--- src/rtl/mux_2x1_rr_arbiter.sv ---
// Round-robin arbiter for two requesters sharing one 2:1 mux, with a per-grant
// burst cap and a valid/ready handshake toward the downstream consumer.
module mux_2x1_rr_arbiter #(
  parameter int unsigned WIDTH     = 8,
  parameter int unsigned MAX_BURST = 4
) (
  input  logic             clk,
  input  logic             rst,
  input  logic             req_a,
  input  logic [WIDTH-1:0] data_a,
  input  logic             req_b,
  input  logic [WIDTH-1:0] data_b,
  output logic             gnt_a,
  output logic             gnt_b,
  output logic             s,
  output logic [WIDTH-1:0] y,
  output logic             y_valid,
  input  logic             y_ready
);

  localparam int unsigned     CNT_W    = 8;
  localparam logic [CNT_W-1:0] CNT_LAST = CNT_W'(MAX_BURST - 1);

  typedef enum logic [1:0] {
    IDLE    = 2'd0,
    GRANT_A = 2'd1,
    GRANT_B = 2'd2
  } state_e;

  state_e             state_q, state_d;
  logic               gnt_a_q, gnt_a_d;
  logic               gnt_b_q, gnt_b_d;
  logic               s_q, s_d;
  logic               last_q, last_d;
  logic [CNT_W-1:0]   cnt_q, cnt_d;
  logic               beat;
  logic               own_req;
  logic               oth_req;
  logic               enter;

  assign y       = s_q ? data_b : data_a;
  assign y_valid = (gnt_a_q & req_a) | (gnt_b_q & req_b);
  assign beat    = y_valid & y_ready;
  assign gnt_a   = gnt_a_q;
  assign gnt_b   = gnt_b_q;
  assign s       = s_q;

  // Next state: release on withdrawal or on the burst-limit beat, then prefer the other side.
  always_comb begin
    state_d = state_q;
    cnt_d   = cnt_q;
    last_d  = last_q;
    s_d     = s_q;
    enter   = 1'b0;
    own_req = 1'b0;
    oth_req = 1'b0;
    case (state_q)
      IDLE: begin
        if (req_a && (!req_b || last_q)) begin
          state_d = GRANT_A;
          enter   = 1'b1;
        end else if (req_b) begin
          state_d = GRANT_B;
          enter   = 1'b1;
        end
      end
      GRANT_A, GRANT_B: begin
        own_req = (state_q == GRANT_A) ? req_a : req_b;
        oth_req = (state_q == GRANT_A) ? req_b : req_a;
        if (!own_req || (beat && (cnt_q == CNT_LAST))) begin
          enter = 1'b1;
          if (oth_req) begin
            state_d = (state_q == GRANT_A) ? GRANT_B : GRANT_A;
          end else if (!own_req) begin
            state_d = IDLE;
            enter   = 1'b0;
          end
        end else if (beat) begin
          cnt_d = cnt_q + CNT_W'(1);
        end
      end
      default: state_d = IDLE;
    endcase

    if (enter) begin
      cnt_d = '0;
    end
    if (state_d == GRANT_A) begin
      s_d    = 1'b0;
      last_d = 1'b0;
    end else if (state_d == GRANT_B) begin
      s_d    = 1'b1;
      last_d = 1'b1;
    end
    gnt_a_d = (state_d == GRANT_A);
    gnt_b_d = (state_d == GRANT_B);
  end

  always_ff @(posedge clk) begin
    if (rst) begin
      state_q <= IDLE;
      gnt_a_q <= 1'b0;
      gnt_b_q <= 1'b0;
      s_q     <= 1'b0;
      cnt_q   <= '0;
      last_q  <= 1'b1;
    end else begin
      state_q <= state_d;
      gnt_a_q <= gnt_a_d;
      gnt_b_q <= gnt_b_d;
      s_q     <= s_d;
      cnt_q   <= cnt_d;
      last_q  <= last_d;
    end
  end

endmodule

--- config.mk ---
export PLATFORM = sky130hd
export DESIGN_NAME = mux_2x1_rr_arbiter
export DESIGN_NICKNAME = d
export VERILOG_FILES = /design/src/rtl/mux_2x1_rr_arbiter.sv
export SDC_FILE = /design/constraint.sdc
export NUM_CORES = 1
export LEC_CHECK = 0
export CORE_MARGIN = 2
export CORE_UTILIZATION = 33
export CTS_BUF_LIST = sky130_fd_sc_hd__clkbuf_4 sky130_fd_sc_hd__clkbuf_8 sky130_fd_sc_hd__clkbuf_16
export DETAILED_ROUTE_END_ITERATION = 8
export SYNTH_ARGS = -nofsm -noshare
export SYNTH_HDL_FRONTEND = slang
export SYNTH_SLANG_ARGS = --single-unit
--- constraint.sdc ---
create_clock -name clk -period 3 [get_ports clk]
set_input_delay 0.45 -clock clk [delete_from_list [all_inputs] [get_ports clk]]
set_output_delay 0.45 -clock clk [all_outputs]
set_load 0.01 [all_outputs]
---- Yosys cells after proc, flatten, opt, wreduce, memory -nomap -nowiden ----
Index checks and enable logic that the tools add are counted.
cells by class
  mux-type cells .......................... 18
  add/sub/neg operators ................... 1
  reductions and logical operators ........ 12
  bitwise operators ....................... 5
  eq/ne operators ......................... 5
operators by type and width
  operator                                        count
  2-to-1 mux 2 bit                                6
  2-to-1 mux 1 bit                                9
  adder 8 x 1 -> 8 bit (second input constant)    1
  == test 8 x 2 -> 1 bit (second input constant)  1
  2-to-1 mux 8 bit                                1
  OR reduction 2 bit                              3
  == test 2 x 1 -> 1 bit (second input constant)  2
  == test 2 bit (second input constant)           2
  case mux 2 bit (2 select lines)                 1
  bitwise AND 1 bit                               3
  AND reduction 3 bit                             1
  logical AND 1 bit                               2
  zero test 1 bit                                 2
  zero test 2 bit                                 1
  logical OR 1 bit                                2
  case mux 1 bit (2 select lines)                 1
  nonzero test 2 bit                              1
  NOT 1 bit                                       1
  bitwise OR 1 bit                                1
word-level totals
  word-level logic and storage cells ...... 47
  bits of input ports ..................... 21
  register bits ........................... 14
  output and inout port bits .............. 12

---- Logic depth before layout (Yosys ltp) ----
Gate-level depths: netlist of the first run.
  word-level depth ........................ 10
  mapped depth ............................ 10
  mapped depth without buffers ............ 10

---- Least setup slack after synthesis of the first run ----
OpenSTA, ideal clock, no wires.
  path kind ............................... reg-to-reg
  start point ............................. reg state_q[1]
  end point ............................... reg last_q
  slack ................................... 0.740 ns
  buffers on the path ..................... 0
  clock period less this slack ............ 2.260 ns
  arrival ................................. 2.144 ns
  stages on the path, launching flop included .. 10
  library setup time ...................... 0.117 ns
  required time ........................... 2.883 ns
  cell sequence ........................... dfxtp_1 -> inv_1 -> ha_1 -> mux2_4 -> or2_4 -> a22o_1 -> a21o_1 -> ha_1 -> mux2i_1 -> nand2b_1
on the way
  word-level cells in the longest chain between the ends .. 8
  elaborated cells between the ends (all ways) .. 19
  those cells by class .................... eq/ne (4); mux (10); reduce/logical (5)
RTL lines
  item                                                     RTL line  RTL
  from (decl)                                              30        state_e state_q, state_d;
  from (signal assigned)                                   108       state_q <= state_d;
  == test 2 x 1 -> 1 bit                                   --
  2-to-1 mux 1 bit                                         68        own_req = (state_q == GRANT_A) ? req_a : req_b;
  2-to-1 mux 2 bit or zero test 1 bit (tied branches)      --
  2-to-1 mux 2 bit or logical OR 1 bit (tied branches)     72, 70
  2-to-1 mux 2 bit                                         70        if (!own_req || (beat && (cnt_q == CNT_LAST))) begin
  case mux 2 bit (2 select lines) (*)                      57        case (state_q)
  == test 2 x 1 -> 1 bit or == test 2 bit (tied branches)  88, 91
  2-to-1 mux 1 bit or nonzero test 2 bit (tied branches)   --
  to (signal assigned)                                     113       last_q <= last_d;
  to (decl)                                                34        logic last_q, last_d;
Mark *: on every way between the ends. The rest lies on a longest branch, timed or not.
A chain may end at the register's enable or synchronous reset.

---- Worst setup path after layout of the first run ----
  start point ............................. reg state_q[0]
  end point ............................... reg last_q
The elaborated chain is that of the path after synthesis.

==> summary.md, run 1 <==
| Metric | Value |
|---|---|
| Status | complete, no violations |
| Clk root buf | clkbuf_4 |
| XOR/XNOR Fraction of Synth Area | 0.00883 |
| Total GRT Usage | 0.144 |
| Slowest-stage cell, CP | dfxtp_1 |
| Hold_ws | 0.505 ns |
| Compound-Gate Fraction of Synth Area | 0.219 |
| Layout cell share with drive strength beyond 1 | 0.161 |
| P per Cell Area | 560 mW/mm² |
| Peak supply drop | 0.406 mV |
| Final period util | 0.807 |
| Post-route setup TNS | 0 ns |
| RR Endpoint | last_q |
| Max Clk Rate | 413 MHz |
| GRT overflow | 0 |
| Number of setup violations in the final report | 0 |
| Chip height | 58.8 µm |
| Largest family of logic cells by synthesized area | simple AND/OR/NAND/NOR gates |
| # fillers | 267 |
| Post-CTS Hold Fix Bufs | 0 |
| # IOs | 33 |
| Post-CTS setup buffers | 0 |
| Post-Synth Adder-Cell Area | 0.101 |
| Die ar. | 0.00346 mm² |
| Cells after DPL | 170 |
| Hold path cells | 2 |
| Chip width | 58.8 µm |
| Crit path DAT | 2.59 ns |
| Max FO, Critical Path | 7 |
| Vias in the first global route | 824 |
| Worst Skew | 0.00953 ns |
| Cell family with most CP delay | adder cells |
| Nets | 173 |
| Cell variety after synth | 37 |
| DR WL/cell | 13.3 µm |
| Post-CTS Resized | 0 |
| Worst R2R Setup Slack | 0.58 ns |
| Worst-path clk slew | 0.09 ns |
| Initial DRC Count | 21 |
| P&R area growth vs syn | 39.5% |
| Buffers & Inverters on Critical Path | 0 |
| Cells on worst reg2reg path | 8 |
| Num rows | 19 |
| Number of synthesis warnings | 0 |
| IO buf count | 32 |
| Origin of the worst min-delay path | cnt_q[1] |
| Clk sinks | 14 |
| Routed Antenna Nets | 0 |
| Mean post-synth cell area | 9.19 µm² |
| Final GP Congestion | 0.794 |
| Max-Slew Margin vs Limit | 0.728 |
| Multiplexer share of the synthesized area | 0.116 |
| Crit start category | flop |
| Antenna cells | 0 |
| Worst slew pin tran | 0.407 ns |
| Synthesized area | 992 µm² |
| CP Cell Sequence | ha_1 -> mux2_4 -> or2_4 -> a22o_1 -> a21o_1 -> ha_1 -> mux2i_1 -> nand2b_1 |
| TritonRoute pass-1 iters | 4 |
| Slew Limit Fails | 0 |
| Worst r2r src | state_q[0] |
| Crit. End Element | flop |
| Core Box Area | 0.00281 mm² |
| Data required time of the worst path | 3.17 ns |
| LEAKAGE | 0.507 nW |
| Final hold violation count | 0 |
| Post-synthesis sequential area ratio | 0.282 |
| DP HPWL | 1910 µm |
| Synth Net Count | 137 |
| DRC violation count after routing | 0 |
| Max cap viols | 0 |
| Non-filler cells, final | 174 |
| Largest net degree at the start of global routing | 11 |
| Starting Density | 0.354 |
| DR vias | 879 |
| Critical Path Most Common Cell | ha_1 |
| CP peak stage delay | 0.46 ns |
| Clock Path Buffers | 2 |
| Vias/cell | 5.05 |
| Final WL | 2320 µm |
| CTS buffer count | 3 |
| Fin crit period | 2.42 ns |
| RSZ-0062 raised after global routing | false |
| Register bit count reported by yosys | 14 |
| Worst hold path class | flop to flop |
| Finished Core Util | 0.493 |
| Initial antenna violation count | 0 |
| Global-route wire length before repair | 3810 µm |
| TritonCTS clock tree | built |
| Clock Latency Late Sink | 0.28 ns |
| Critical path class | flop to flop |
| Worst Hold End | cnt_q[1] |
| Post-Synth Simple-Gate Area | 0.246 |
| Mapped Cells | 108 |
| H-tree depth | 1 |
## cells in the final DEF, fill, tap and decap left out, drive strengths merged, types with 2 or more instances in the layout
| cell type | count |
|---|---|
| clkdlybuf4s50 | 32 |
| nand4 | 4 |
| clkbuf | 4 |
| a211oi | 2 |
| a21o | 3 |
| nor2b | 2 |
| a21oi | 9 |
| nand2 | 3 |
| and2 | 3 |
| mux2 | 9 |
| nor3 | 2 |
| o21ai | 10 |
| nand3 | 4 |
| a32oi | 2 |
| inv | 6 |
| dfxtp | 14 |
| nor2 | 5 |
| a22o | 3 |
| and2b | 2 |
| ha | 8 |
| or3 | 5 |
## report_power, final
part           switching, mW  internal [mW]  total, mW  leakage, nW
combinational          0.178          0.213      0.391        0.372
sequential            0.0339          0.212      0.246        0.114
clock                 0.0640         0.0738      0.138       0.0210
total                  0.276          0.499      0.775        0.507
## state kept, by name (all words and copies together), names as in the netlist
name	flops
gnt_b	1
s	1
state_q	2
cnt_q	8
gnt_a	1
last_q	1
## logic make-up after synthesis
kind of cell	after synthesis
and+or+nand+nor	37
AOI/OAI and AO/OA	31
DFF	14
muxes	10
adders and majority gates	8
buffers and inverters	7
xor gates and xnor gates	1
## metal layers
layer  global-route usage  share of wire  vias up
met4              0.00974              0        0
met2                0.240           0.52        8
met5                    0              0        -
met3               0.0484          0.032        0
met1                0.189           0.45      399
li1                     -              -      472
## worst register-to-register path, delay by kind of cell, from the launching register on
kind            cells  cell delay, ns
compound gates      2            0.44
mux                 2            0.53
flops               1            0.46
fa+ha+maj           2            0.57
simple gates        2            0.32
## area by class of cell
cell class	count	area, µm²	share of cell area
multi-input cells	87	686	0.495
repair buffers	32	320	0.231
flip-flops and latches	14	280	0.203
well taps	31	38.8	0.0280
clock buffers	4	36.3	0.0262
inverters	6	22.5	0.0163
## through the flow
step / setup WS, ns / area, µm² / total power, mW
after floorplan: 0.740 / 992 / 0.500
after global placement: 0.384 / 1350 / 0.642
after detailed placement: 0.308 / 1350 / 0.643
after CTS: 0.576 / 1380 / 0.783
after global routing: 0.312 / 1380 / 0.840
final: 0.580 / 1380 / 0.775
## cell usage after synthesis
library cell   n  share of area
dfxtp_1       14           0.28
o21ai_0       10          0.050
a21oi_1        8          0.040
ha_1           8           0.10
mux2_2         8          0.091
inv_1          6          0.023
nor2_1         5          0.019
or3_1          5          0.032
nand3_1        4          0.020
a21o_1         3          0.023
and2_1         3          0.019
nand2_1        3          0.011
nand4_1        3          0.019
a22o_1         2          0.018
a32oi_1        2          0.018
nor2b_1        2          0.013
nor3_1         2          0.010
a211oi_1       1         0.0076
a211oi_2       1          0.013
a21oi_2        1         0.0088
a22o_2         1          0.010
a31oi_4        1          0.021
and2b_1        1         0.0076
and2b_2        1         0.0088
and3_1         1         0.0063
and4_1         1         0.0088
clkbuf_1       1         0.0038
mux2_4         1          0.015
mux2i_1        1          0.010
nand2b_1       1         0.0063
nand4_4        1          0.021
nor4b_2        1          0.015
o21ba_2        1          0.010
or2_4          1         0.0088
or3b_1         1         0.0088
or4_4          1          0.011
xor2_1         1         0.0088
## worst max path at each step
stage,start,to,slack [ns],cells after the start
6_report,state_q[0],last_q,0.58,8
4_1_cts,state_q[0],last_q,0.58,8
3_3_place_gp,req_b,last_q,0.38,8
3_5_place_dp,req_a,last_q,0.31,8
5_1_grt,state_q[0],last_q,0.31,9
2_1_floorplan,state_q[1],last_q,0.74,9
No activity file was read; power rests on OpenSTA's default activity.
==> run 2, diff against run 1 <==
==> constraint.sdc (replaced) <==
create_clock -name clk -period 2.4 [get_ports clk]
set_input_delay 0.36 -clock clk [delete_from_list [all_inputs] [get_ports clk]]
set_output_delay 0.36 -clock clk [all_outputs]
set_load 0.01 [all_outputs]
==> run 2 against run 1 <==
Cell count increased by 9.8%. Worst setup slack got worse by 0.44 ns. Clock skew decreased by 0.0047 ns. Largest cell class unchanged. Design area increased by 11%. Die area unchanged. Flip-flop and latch count unchanged. Combinational power increased by 62%.
==> summary.md, run 2 (synthesis gave the netlist of run 1 again) <==
| Metric | Value |
|---|---|
| DR vias | 974 |
| Core Box Area | 0.00281 mm² |
| Registers with the most flip-flops | cnt_q: 8 flops, state_q: 2 flops |
| Clk sinks | 14 |
| Number of setup violations in the final report | 0 |
| Final hold violation count | 0 |
| Met2 WL | 1380 µm |
| Max Clk Rate | 443 MHz |
| Fin crit period | 2.26 ns |
| Reg with most FFs | cnt_q |
| Peak supply drop | 0.421 mV |
| Largest net degree at the start of global routing | 11 |
| Initial DRC Count | 35 |
| P&R area growth vs syn | 55.4% |
| Antenna cells | 0 |
| P per Cell Area | 713 mW/mm² |
| Total GRT Usage | 0.151 |
| Slew Limit Fails | 0 |
| Global-route wire length before repair | 4000 µm |
| Final WL | 2600 µm |
| Max FO, Critical Path | 3 |
| M1 WL | 1160 µm |
| Crit start category | flop |
| Final period util | 0.940 |
| LEAKAGE | 0.586 nW |
| Vias in the first global route | 894 |
| DRC violation count after routing | 0 |
| # IOs | 33 |
| DP HPWL | 2100 µm |
| Starting Density | 0.354 |
| Pre-CTS setup slack | -0.0921 ns |
| Max cap viols | 0 |
| Data required time of the worst path | 2.57 ns |
| Die ar. | 0.00346 mm² |
| CTS buffer count | 3 |
| Met3 WL | 66 µm |
| Top layer in use | met3 |
| Vias/cell | 5.10 |
| Initial antenna violation count | 0 |
| RSZ-0062 raised after global routing | false |
| Worst setup margin | 0.144 ns |
| Layout cell share with drive strength beyond 1 | 0.275 |
| Critical path class | flop to flop |
| Num rows | 19 |
| Worst slew pin tran | 0.375 ns |
| Commonest non-fill, non-tap cell in the layout | clkdlybuf4s50_1 |
| Clock Path Buffers | 2 |
| Clock Latency Late Sink | 0.28 ns |
| TritonCTS clock tree | built |
| IO buf count | 32 |
| Nets | 190 |
| DR WL/cell | 13.6 µm |
| Status | complete, no violations |
| Final GP Congestion | 0.828 |
| H-tree depth | 1 |
| Max FFs per register | 8 |
| Post-route setup TNS | 0 ns |
| GRT overflow | 0 |
| Crit path DAT | 2.43 ns |
| Routed Antenna Nets | 0 |
| Worst Skew | 0.00479 ns |
| Crit. End Element | flop |
| TritonRoute pass-1 iters | 4 |
| Post-CTS Hold Fix Bufs | 0 |
| Worst-path clk slew | 0.09 ns |
| Worst hold path class | flop to flop |
| Most frequent cells in the layout | 32 x clkdlybuf4s50_1, 17 x buf_4, 14 x dfxtp_1, 10 x o21ai_0, 8 x mux2_2 |
| Max-Slew Margin vs Limit | 0.750 |
| Clk root buf | clkbuf_4 |
| Chip width | 58.8 µm |
| Chip height | 58.8 µm |
## run 2: worst max-delay path: stages (launching register included)
cell	delay, ns
dfxtp_1	0.33
inv_1	0.06
ha_1	0.21
mux2_4	0.32
or2_4	0.24
a22o_1	0.26
a21o_1	0.18
ha_1	0.30
mux2i_1	0.18
nand2b_1	0.06
## run 2: routing by layer
| layer | global-route usage | vias up |
|---|---|---|
| met5 | 0 | - |
| met4 | 0.0195 | 0 |
| met3 | 0.0396 | 0 |
| met2 | 0.262 | 10 |
| met1 | 0.192 | 458 |
| li1 | - | 506 |
## run 2: layout make-up
type / instances / area, µm²
Sequential cell: 14 / 280
Timing Repair Buffer: 49 / 448
Clock buffer: 4 / 36.3
Multi-Input combinational cell: 87 / 716
Tap cell: 31 / 38.8
Inverter: 6 / 22.5
Fill cell: 254 / 1260
## run 2: final timing paths
check | cells after the start | slack (ns) | start | end
max | 9 | 0.14 | state_q[1] | last_q
max reg2reg | 9 | 0.14 | state_q[1] | last_q
min | 2 | 0.51 | cnt_q[1] | cnt_q[1]
min reg2reg | 2 | 0.51 | cnt_q[1] | cnt_q[1]
## run 2: stage by stage
| stage | cell area [µm²] | cells | power (mW) | hold slack, ns | util |
|---|---|---|---|---|---|
| 2_1_floorplan | 992 | 108 | 0.625 | 0.425 | - |
| 5_1_grt | 1540 | 191 | 1.17 | 0.542 | 0.550 |
| 3_3_place_gp | 1470 | 186 | 0.900 | 0.477 | 0.523 |
| 3_5_place_dp | 1470 | 186 | 0.914 | 0.488 | 0.523 |
| 4_1_cts | 1500 | 190 | 1.08 | 0.502 | 0.536 |
| 6_report | 1540 | 191 | 1.10 | 0.507 | 0.550 |
## run 2: timing repair
item,CTS,global route
endpoints found under the setup margin,0,3
setup buffers,0,1
resized for setup,0,5
## run 2: where the power goes
group,total [mW],internal [mW],switching (mW)
clock network,0.168,0.0922,0.0758
registers,0.298,0.265,0.0333
logic,0.633,0.359,0.274
total,1.10,0.717,0.383
==> run 3, diff against run 2 <==
--- a/config.mk
+++ b/config.mk
@@ -5,10 +5,10 @@
 export SDC_FILE = /design/constraint.sdc
 export NUM_CORES = 1
 export LEC_CHECK = 0
-export CORE_MARGIN = 2
 export CORE_UTILIZATION = 33
 export CTS_BUF_LIST = sky130_fd_sc_hd__clkbuf_4 sky130_fd_sc_hd__clkbuf_8 sky130_fd_sc_hd__clkbuf_16
 export DETAILED_ROUTE_END_ITERATION = 8
+export GPL_TIMING_DRIVEN = 0
 export SYNTH_ARGS = -nofsm -noshare
 export SYNTH_HDL_FRONTEND = slang
 export SYNTH_SLANG_ARGS = --single-unit
==> constraint.sdc (replaced) <==
create_clock -name clk -period 2.65 [get_ports clk]
set_input_delay 0.3975 -clock clk [delete_from_list [all_inputs] [get_ports clk]]
set_output_delay 0.3975 -clock clk [all_outputs]
set_load 0.01 [all_outputs]
==> run 3 against run 2 <==
Clock power down 7%. Largest cell class unchanged. Critical endpoint unchanged. Non-clock buffer count shrank 16. First-iteration DRC count decreased by 17%. Cell count shrank 8.4%. Highest routed layer is now met4. Worst setup slack improved by 0.074 ns.
==> summary.md, run 3 (synthesis gave the netlist of run 1 again) <==
| Metric | Value |
|---|---|
| Status | complete, no violations |
| LEAKAGE | 0.508 nW |
| Critical path class | flop to flop |
| Tot Pwr | 0.883 mW |
| Worst r2r src | state_q[0] |
| DP Area | 0.00135 mm² |
| Worst hold path class | flop to flop |
| Max Clk Rate | 411 MHz |
| Routed Antenna Nets | 0 |
| Most frequent cells in the layout | 32 x clkdlybuf4s50_1, 14 x dfxtp_1, 10 x o21ai_0 |
| CP Capture Point | last_q |
| Die ar. | 0.00323 mm² |
| Largest net degree at the start of global routing | 11 |
| Registers with the most flip-flops | cnt_q: 8 flops, state_q: 2 flops |
| Layout cell share with drive strength beyond 1 | 0.160 |
| RSZ-0062 raised after global routing | false |
| Clk root buf | clkbuf_4 |
| Critical Path Most Common Cell | ha_1 |
| GR Layer Usage met3 | 0.0415 |
| Peak supply drop | 0.412 mV |
| Max cap viols | 0 |
| GRT overflow | 0 |
| Post-CTS Resized | 0 |
| Slew Limit Fails | 0 |
| Instance count on the critical path | 8 |
| DP HPWL | 1860 µm |
| Finished Core Util | 0.495 |
| CP Cell Sequence | ha_1 -> mux2_4 -> or2_4 -> a22o_1 -> a21o_1 -> ha_1 -> mux2i_1 -> nand2b_1 |
| Vias in the first global route | 873 |
| Antenna cells | 0 |
| DR WL/cell | 13.4 µm |
| Core Box Area | 0.00281 mm² |
| Cells on worst reg2reg path | 8 |
| Max FO, Critical Path | 7 |
| # IOs | 33 |
| Commonest non-fill, non-tap cell in the layout | clkdlybuf4s50_1 |
| GRT met2 Usage | 0.257 |
| Worst-path clk slew | 0.09 ns |
| Data required time of the worst path | 2.83 ns |
| Final GP Congestion | 0.838 |
| Crit start category | flop |
| Reg with most FFs | cnt_q |
| # fillers | 279 |
| Multi-input gate area | 686 µm² |
| TritonRoute pass-1 iters | 4 |
| Clock Path Buffers | 2 |
| Total GRT Usage | 0.155 |
| Number of setup violations in the final report | 0 |
| Crit path DAT | 2.61 ns |
| RR Endpoint | last_q |
| Crit. End Element | flop |
| Initial antenna violation count | 0 |
| Worst Skew | 0.00750 ns |
| Cells after DPL | 171 |
| IO buf count | 32 |
| Chip width | 56.8 µm |
| Max-Slew Margin vs Limit | 0.692 |
| Clk sinks | 14 |
| Final WL | 2350 µm |
| Layer with the highest usage | met2 |
| Final hold violation count | 0 |
| Fin crit period | 2.43 ns |
| Clock Latency Late Sink | 0.28 ns |
| Vias/cell | 5.12 |
| Cell family with most CP delay | adder cells |
| CP peak stage delay | 0.45 ns |
| Num rows | 19 |
| Post-CTS setup buffers | 0 |
| Final period util | 0.918 |
| Chip height | 56.8 µm |
| H-tree depth | 1 |
| Global Route met1 Usage | 0.201 |
| Buffers & Inverters on Critical Path | 0 |
| Storage element area | 280 µm² |
| Crit path launch | state_q[0] |
| Post-CTS Hold Fix Bufs | 0 |
| P per Cell Area | 637 mW/mm² |
| TritonCTS clock tree | built |
| Slowest-stage cell, CP | dfxtp_1 |
| Nets | 174 |
| Worst R2R Setup Slack | 0.22 ns |
| Final instance area | 0.00139 mm² |
| Starting Density | 0.354 |
| Non-filler cells, final | 175 |
| Worst slew pin tran | 0.463 ns |
| DRC violation count after routing | 0 |
| P&R area growth vs syn | 39.8% |
| Initial DRC Count | 29 |
| CTS buffer count | 3 |
| DR vias | 896 |
| Max FFs per register | 8 |
| Global-route wire length before repair | 3920 µm |
run 3: layout make-up:
type	instances	share of cell area
plain buffers	1	0.00271
clock buffers	4	0.0261
inverters	6	0.0162
multi-input cells	87	0.494
flip-flops and latches	14	0.202
well taps	31	0.0280
repair buffers	32	0.231
run 3: worst reg2reg max path, delay by kind of cell (launching register included):
kind | cells | cell delay [ns]
multiplexers | 2 | 0.53
flip-flops | 1 | 0.45
AO/OA/AOI/OAI | 2 | 0.47
adder cells (fa/ha/maj) | 2 | 0.57
AND/OR/NAND/NOR | 2 | 0.32
run 3: where the power goes:
part	internal, mW	total [mW]	switching (mW)	leakage (nW)
Combinational	0.244	0.462	0.218	0.373
Sequential	0.240	0.264	0.0245	0.114
Clock	0.0836	0.157	0.0734	0.0210
Total	0.568	0.883	0.315	0.508
run 3: per-stage QoR:
| step | hold WS, ns | worst slack [ns] | TNS [ns] |
|---|---|---|---|
| 5_1_grt | 0.527 | 0.0300 | 0 |
| 4_1_cts | 0.501 | 0.224 | 0 |
| 2_1_floorplan | 0.448 | 0.390 | 0 |
| 6_report | 0.497 | 0.218 | 0 |
| 3_5_place_dp | 0.486 | -0.0257 | -0.0257 |
| 3_3_place_gp | 0.478 | -0.0209 | -0.0209 |
run 3: routing by layer:
layer	routed length [µm]	vias to the layer above
met4	13	0
met2	1120	10
li1	-	475
met3	72	2
met1	1140	409
met5	0	-
run 3: worst min path at each step:
| stage | depth (start not counted) | startpoint | slack [ns] | to |
|---|---|---|---|---|
| 5_1_grt | 2 | cnt_q[1] | 0.53 | cnt_q[1] |
| 6_report | 2 | cnt_q[1] | 0.50 | cnt_q[1] |
| 4_1_cts | 2 | cnt_q[1] | 0.50 | cnt_q[1] |
| 3_5_place_dp | 2 | cnt_q[1] | 0.49 | cnt_q[1] |
| 2_1_floorplan | 2 | last_q | 0.45 | last_q |
| 3_3_place_gp | 2 | cnt_q[1] | 0.48 | cnt_q[1] |
